File: src/rtl/tone_gen_if.sv
// -----------------------------------------------------------------------------
// tone_gen_if
//   Bundles the note inputs and the tone outputs of tone_gen.
//   halfCntPeriod_i : base half period in prescaler ticks (BW-1 bits, unsigned)
//   octave_i        : signed octave shift, -4..+3
//   gate_i          : note on (1) / off (0)
//   tone_o          : square-wave output
//   active_o        : high whenever the generator is not idle
//   master : drives the note inputs (note lookup / testbench)
//   slave  : the tone generator itself
// -----------------------------------------------------------------------------
interface tone_gen_if #(
  parameter int BW = 11
);
  logic [BW-2:0] halfCntPeriod_i;
  logic [2:0]    octave_i;
  logic          gate_i;
  logic          tone_o;
  logic          active_o;

  modport master (
    output halfCntPeriod_i, octave_i, gate_i,
    input  tone_o, active_o
  );

  modport slave (
    input  halfCntPeriod_i, octave_i, gate_i,
    output tone_o, active_o
  );
endinterface

File: src/rtl/tone_gen.sv
// -----------------------------------------------------------------------------
// tone_gen
//   Glitch-free 50 % duty square-wave tone generator. The half period (in
//   prescaler ticks) is octave-shifted, latched at every waveform edge, and
//   counted out with a tick prescaler. Releasing the gate always finishes the
//   current high half-cycle before going silent.
//   clk_i : system clock, rising edge
//   rst_i : synchronous active-high reset
//   bus   : tone_gen_if.slave (half period, octave, gate in; tone, active out)
// -----------------------------------------------------------------------------
module tone_gen #(
  parameter int BW       = 11,
  parameter int PRESCALE = 140
) (
  input  logic        clk_i,
  input  logic        rst_i,
  tone_gen_if.slave   bus
);

  localparam int CW  = BW + 3;
  localparam int PSW = (PRESCALE > 2) ? $clog2(PRESCALE) : 1;

  typedef enum logic [1:0] {
    S_IDLE = 2'd0,
    S_RUN  = 2'd1,
    S_STOP = 2'd2
  } state_e;

  state_e          state_q;
  logic            tone_q;
  logic            active_q;
  logic [PSW-1:0]  psc_q;
  logic [CW-1:0]   cnt_q;
  logic [CW-1:0]   per_q;

  logic [CW-1:0]   base;
  logic [2:0]      lshift;
  logic [CW-1:0]   eff;
  logic            eff_zero;
  logic            tick;
  logic            toggle;
  logic            tone_d;
  logic            go_idle;

  // Octave shift: non-negative shifts right (higher pitch), negative shifts
  // left (lower pitch). CW leaves four spare bits so a shift of 4 cannot
  // overflow.
  assign base   = {4'b0000, bus.halfCntPeriod_i};
  assign lshift = ~bus.octave_i + 3'd1;

  // NOTE: every signal assigned in always_comb gets a value on every path;
  // a missing else branch would infer a latch.
  always_comb begin
    eff = base;
    if (!bus.octave_i[2]) eff = base >> bus.octave_i;
    else                  eff = base << lshift;
  end

  assign eff_zero = (eff == '0);
  assign tick     = (psc_q == PSW'(PRESCALE - 1));
  // per_q is never zero outside IDLE, so per_q-1 does not wrap while counting.
  assign toggle   = tick && (cnt_q == per_q - CW'(1));
  assign tone_d   = toggle ? ~tone_q : tone_q;

  // Leave RUN/STOP when a reload mutes the tone, or when the gate is low and
  // the waveform is (or is about to be) low. A gate drop on a rising toggle
  // keeps the note alive in STOP until its high half-cycle completes.
  assign go_idle  = (toggle && eff_zero) || (!bus.gate_i && !tone_d);

  // NOTE: sequential state uses non-blocking assignments only, so every
  // register samples the pre-edge values regardless of statement order.
  always_ff @(posedge clk_i) begin
    if (rst_i) begin
      state_q  <= S_IDLE;
      tone_q   <= 1'b0;
      active_q <= 1'b0;
      psc_q    <= '0;
      cnt_q    <= '0;
      per_q    <= '0;
    end else begin
      case (state_q)
        S_IDLE: begin
          if (bus.gate_i && !eff_zero) begin
            state_q  <= S_RUN;
            tone_q   <= 1'b1;
            active_q <= 1'b1;
            per_q    <= eff;
            psc_q    <= '0;
            cnt_q    <= '0;
          end
        end

        // RUN and STOP count identically; they differ only in gate handling.
        default: begin
          if (toggle) per_q <= eff;
          if (go_idle) begin
            state_q  <= S_IDLE;
            tone_q   <= 1'b0;
            active_q <= 1'b0;
            psc_q    <= '0;
            cnt_q    <= '0;
          end else begin
            state_q  <= bus.gate_i ? S_RUN : S_STOP;
            tone_q   <= tone_d;
            active_q <= 1'b1;
            psc_q    <= tick ? '0 : psc_q + PSW'(1);
            if (tick) cnt_q <= toggle ? '0 : cnt_q + CW'(1);
          end
        end
      endcase
    end
  end

  assign bus.tone_o   = tone_q;
  assign bus.active_o = active_q;

endmodule

File: src/flat_wrapper.sv
// flat-port wrapper written by rule: the top's interface ports become plain ports
module tone_gen_flat 
#(
  parameter int BW       = 11,
  parameter int PRESCALE = 140
)
  (clk_i, rst_i, bus_halfCntPeriod_i, bus_octave_i, bus_gate_i, bus_tone_o, bus_active_o);
  tone_gen_if #(.BW(BW)) bus_i ();
  input  logic clk_i;
  input  logic rst_i;
  input wire logic [$bits(bus_i.halfCntPeriod_i)-1:0] bus_halfCntPeriod_i;
  input wire logic [$bits(bus_i.octave_i)-1:0] bus_octave_i;
  input wire logic [$bits(bus_i.gate_i)-1:0] bus_gate_i;
  output wire logic [$bits(bus_i.tone_o)-1:0] bus_tone_o;
  output wire logic [$bits(bus_i.active_o)-1:0] bus_active_o;
  assign bus_i.halfCntPeriod_i = bus_halfCntPeriod_i;
  assign bus_i.octave_i = bus_octave_i;
  assign bus_i.gate_i = bus_gate_i;
  assign bus_tone_o = bus_i.tone_o;
  assign bus_active_o = bus_i.active_o;
  tone_gen #(.BW(BW), .PRESCALE(PRESCALE)) u_core (.clk_i(clk_i), .rst_i(rst_i), .bus(bus_i));
endmodule
File: config.mk
export PLATFORM = sky130hd
export DESIGN_NAME = tone_gen_flat
export DESIGN_NICKNAME = d
export VERILOG_FILES = /design/src/rtl/tone_gen_if.sv /design/src/rtl/tone_gen.sv /design/src/flat_wrapper.sv
export SDC_FILE = /design/constraint.sdc
export NUM_CORES = 1
export LEC_CHECK = 0
export BUFFER_PORTS_ARGS = -buffer_cell sky130_fd_sc_hd__buf_2
export CAP_MARGIN = 20
export CORE_AREA = 2 2 84 86
export DETAILED_ROUTE_END_ITERATION = 7
export DIE_AREA = 0 0 86 88
export PLACE_DENSITY = 0.73
export SKIP_CTS_REPAIR_TIMING = 1
export SYNTH_ARGS = -nofsm -noshare
export SYNTH_HDL_FRONTEND = slang
export SYNTH_SLANG_ARGS = --single-unit
export TNS_END_PERCENT = 30
File: constraint.sdc
create_clock -name clk_i -period 4.3 [get_ports clk_i]
set_clock_uncertainty 0.1 [all_clocks]
set_input_delay 0.86 -clock clk_i [delete_from_list [all_inputs] [get_ports clk_i]]
set_output_delay 0.86 -clock clk_i [all_outputs]
set_load 0.02 [all_outputs]
==> metrics.sh <==
VIASPERCELL=6.61
IR_WORST_VDD_mV=0.138
CRITPATHLAUNCHTYPE='primary input'
SYNTH-COMPOUND-AREA-SHARE_PCT=22.4
ANTENNA_FOUND_INITIAL=0
GRT_OVF=0
POSTSYNTHREGISTERBITS=40
HOLD-PATH-CELL-COUNT=2
RSZ0062_AT_GRT='false'
YOSYS.AREA.TOP_TYPE_SHARE_PCT=21.7
POWER.CLOCK.FRACTION_PCT=30.6
GROUTE.LAYER.MET1.USAGE_PCT=34.9
TRACK_USAGE_PCT=25.5
HOLD_VIOL_FINAL=0
GRT.MET3_USAGE_PCT=3.20
MOST_FREQUENT_CELLS_IN_THE_LAYOUT='40 x sky130_fd_sc_hd__dfxtp_1, 28 x sky130_fd_sc_hd__nor3_1, 28 x sky130_fd_sc_hd__nand2_1'
SYN_AREA_PER_CELL_UM2=8.13
MAXCAPVIOLATIONS=0
R2R_CELLS=9
DIE_W_UM=86
FINAL_MIN_PERIOD_OVER_CLOCK_PERIOD_PCT=90.7
NUMBER_OF_SYNTHESIS_WARNINGS=0
PATH_MAX_FANOUT=16
POWER.NET_SWITCHING_mW=0.336
POWER.SWITCHING_FRACTION_PCT=32.9
MAX_SLEW.WORST_PIN.SLEW_NS=0.984
REPORT.FINAL.SETUP_VIOL=0
CTS.ROOT.BUFFER_CELL='sky130_fd_sc_hd__clkbuf_8'
ROUTE.DETAILED.WL_PER_INST_UM=17.1
MIN-DELAY-PATH-CLASS='reg -> reg'
CELLS_ALONG_THE_CRITICAL_PATH='buf_2, inv_1, ha_1, mux4_2, and2_0, o21ai_0, o21ai_0, nor4_4, a21o_1, nand4b_4, o221ai_1'
INSERTEDDIODECOUNT=0
CRITICAL_PATH_CLASS='in -> reg'
TIMING.CRITICAL_PATH.MAX_DELAY_FAMILY='compound AO/OA/AOI/OAI gates'
FIRST_PASS_GRT_WIRE_LENGTH_UM=15700
FRACTION_OF_FINAL_LAYOUT_CELLS_SIZED_BEYOND_DRIVE_STRENGTH_1_PCT=16.2
FINALWEIGHTEDCONGESTION=0.967
PERIOD_MINUS_SLACK_NS=3.90
IO_BUFFER_COUNT=17
STATUS='completed'
PATH_CLK_SLEW_NS=0.08
MAX-CLOCK-PATH-BUFFERS=2
LAYOUT.NETS=471
SIMPLE_GATE_FRACTION_OF_SYNTH_AREA_PCT=32.3
MOSTFREQUENTLAYOUTCELL='sky130_fd_sc_hd__dfxtp_1'
WORST-ENDPOINT-REQUIRED_NS=4.42
NUM_VIAS=3518
CRITPATHCAPTURETYPE='register'
SETUP_TNS_NS=0
DPL.HPWL_UM=6610
CLOCK_LATENCY_NS=0.30
CRITICAL_PATH_ARRIVAL_NS=4.02
CRITICAL_PATH_DEPTH=11
SYNTH_ENABLE_FLOP_CELLS=0
CTS_BUFFERS=5
SYNTH_TOP_FAMILY_BY_AREA='simple AND/OR/NAND/NOR gates'
TIMING.SLEW.HEADROOM_PCT=34.4
SYNTHESIS.INSTANCES=454
POST-LAYOUT-TOTAL-POWER_mW=1.02
GRT_MAX_DEGREE=26
LAYOUT-AREA-OVERHEAD-VS-SYNTH_PCT=5.05
YOSYS_CELL_TYPES=75
FINAL.FILL_COUNT=590
POWER_FRAC_COMB_PCT=29.5
STATIC-LEAKAGE-POWER_nW=1.36
TIMING_MAX_TRANSITION_VIOLATIONS_FINAL=0
CLOCK-SINKS=40
DRT_TOTAL_WL_UM=9120
YOSYSSEQAREASHARE_PCT=21.7
DIE_HEIGHT_UM=88
YOSYS.AREA_SHARE.XOR_XNOR_PCT=3.56
NUMBER_OF_NETS_IN_THE_SYNTHESIZED_NETLIST=474
POWER.DENSITY_nW_PER_UM2=263
CRITPATHBUFINV=2
INTERNAL-POWER_mW=0.685
SYNTH_AREA_UM2=3690
POST_SYNTH_MUX_AREA_SHARE_PCT=11.9
IO-PIN-COUNT=18
MAXCLOCKFREQUENCY_MHz=256
CRITICAL-PATH-TOP-CELL-BY-COUNT='sky130_fd_sc_hd__o21ai_0'
DETAILEDROUTE.FIRSTPASSITERATIONCOUNT=4
CELL_TAKING_THE_MOST_AREA_AFTER_SYNTHESIS='sky130_fd_sc_hd__dfxtp_1'
POSTSYNTH.ASYNCRESETSHARE_PCT=0
INITIAL_UTILIZATION_PCT=55.6
CTS_TREE='yes'
CRIT_SLOWEST_CELL='sky130_fd_sc_hd__mux4_2'
TOP_REG_CELL_SYNTH='sky130_fd_sc_hd__dfxtp_1'
H_TREE_LEVELS=2
SYNTH_TOP_CELLS_BY_AREA='sky130_fd_sc_hd__dfxtp_1 22%, sky130_fd_sc_hd__mux2i_1 5.2%, sky130_fd_sc_hd__mux4_2 4.3%'
CRITPATHMAXSTAGEDELAY_NS=0.51
PLACEMENTROWS=30
GRT-BUSIEST-LAYER='met2'
HOLDWS_NS=0.395
REMAINING_DRC_ERRORS=0
CORE_AREA_UM2=6640
SYNTH-ADDER-AREA-SHARE_PCT=1.36
DRT_ITER0_MARKERS=240
REGISTER_AREA_UM2=801
FIRST_GLOBAL_VIAS=3291
DESIGN.DIE.AREA_UM2=7570
GR-USAGE-MET2_PCT=40.1
DRT.ANTENNA.VIOLATING_NETS=0
POWER.SEQUENTIAL.FRACTION_PCT=40.0
MULTI_INPUT_COMB_AREA_UM2=2640
layer usage:
layer	wire [µm]	share of wire, %
met1	4190	46
met4	250	2.7
met3	448	4.9
met2	4230	46
met5	0	0
cell type report:
cell class	instances	area share (%)
tap	80	2.58
inverter	18	1.74
clock inverter	2	0.903
multi-input combinational	360	68.0
clock buffer	6	1.87
timing repair buffer	26	4.26
sequential	40	20.6
Yosys cell counts (11+ instances only):
cell type                  number
sky130_fd_sc_hd__or3_1         11
sky130_fd_sc_hd__inv_1         18
sky130_fd_sc_hd__nand2b_1      12
sky130_fd_sc_hd__o21ai_0       17
sky130_fd_sc_hd__nor2_1        19
sky130_fd_sc_hd__dfxtp_1       40
sky130_fd_sc_hd__buf_2         17
sky130_fd_sc_hd__o211ai_1      12
sky130_fd_sc_hd__mux2i_1       19
sky130_fd_sc_hd__a21oi_1       24
sky130_fd_sc_hd__nor3_1        28
sky130_fd_sc_hd__nand3_1       14
sky130_fd_sc_hd__clkbuf_1      15
sky130_fd_sc_hd__a31oi_1       11
sky130_fd_sc_hd__nand2_1       28
per-stage QoR:
stage | setup slack [ns] | cells | util, % | area (µm²)
2_1_floorplan | 0.0304 | 454 | - | 3690
3_5_place_dp | 0.140 | 524 | 56.8 | 3770
3_3_place_gp | 0.228 | 524 | 56.8 | 3770
6_report | 0.400 | 532 | 58.4 | 3880
5_1_grt | 0.113 | 532 | 58.4 | 3880
4_1_cts | 0.445 | 532 | 58.4 | 3880
worst paths after layout:
path / from / endpoint / slack, ns
setup / recovery: bus_octave_i[0] / u_core.cnt_q[11] / 0.40
setup reg to reg: u_core.per_q[0] / u_core.cnt_q[7] / 0.70
hold reg to reg: u_core.per_q[13] / u_core.per_q[13] / 0.40
hold / removal: u_core.per_q[13] / u_core.per_q[13] / 0.40
worst reg2reg max path, stage by stage (launching register included):
cell and delay, ns:
sky130_fd_sc_hd__dfxtp_1 0.35, sky130_fd_sc_hd__inv_1 0.09, sky130_fd_sc_hd__ha_1 0.26, sky130_fd_sc_hd__nor4b_2 0.45, sky130_fd_sc_hd__a2111oi_0 0.19, sky130_fd_sc_hd__a2111oi_0 0.70, sky130_fd_sc_hd__a211oi_2 0.25, sky130_fd_sc_hd__a21oi_1 0.79
sky130_fd_sc_hd__nand4_1 0.22, sky130_fd_sc_hd__o211ai_2 0.12
sequential cells by signal (all words and copies together), names as in the netlist:
signal               flops
u_core.cnt_q            14
u_core.per_q            14
u_core.psc_q             8
u_core.state_q           2
u_core.bus.active_o      1
u_core.bus.tone_o        1
power groups by stage:
stage               registers, mW  logic (mW)  clock network [mW]
floorplan                   0.405       0.243                   0
global placement            0.415       0.293                   0
detailed placement          0.416       0.297                   0
CTS                         0.407       0.299               0.315
global route                0.411       0.332               0.327
finish                      0.408       0.301               0.312
logic make-up after synthesis:
group / Yosys count
XOR/XNOR: 15
multiplexers: 34
flip-flops: 40
buffers and inverters: 54
AO/OA/AOI/OAI: 116
AND/OR/NAND/NOR: 191
adder cells (fa/ha/maj): 4
(Power assumes the default switching activity.)
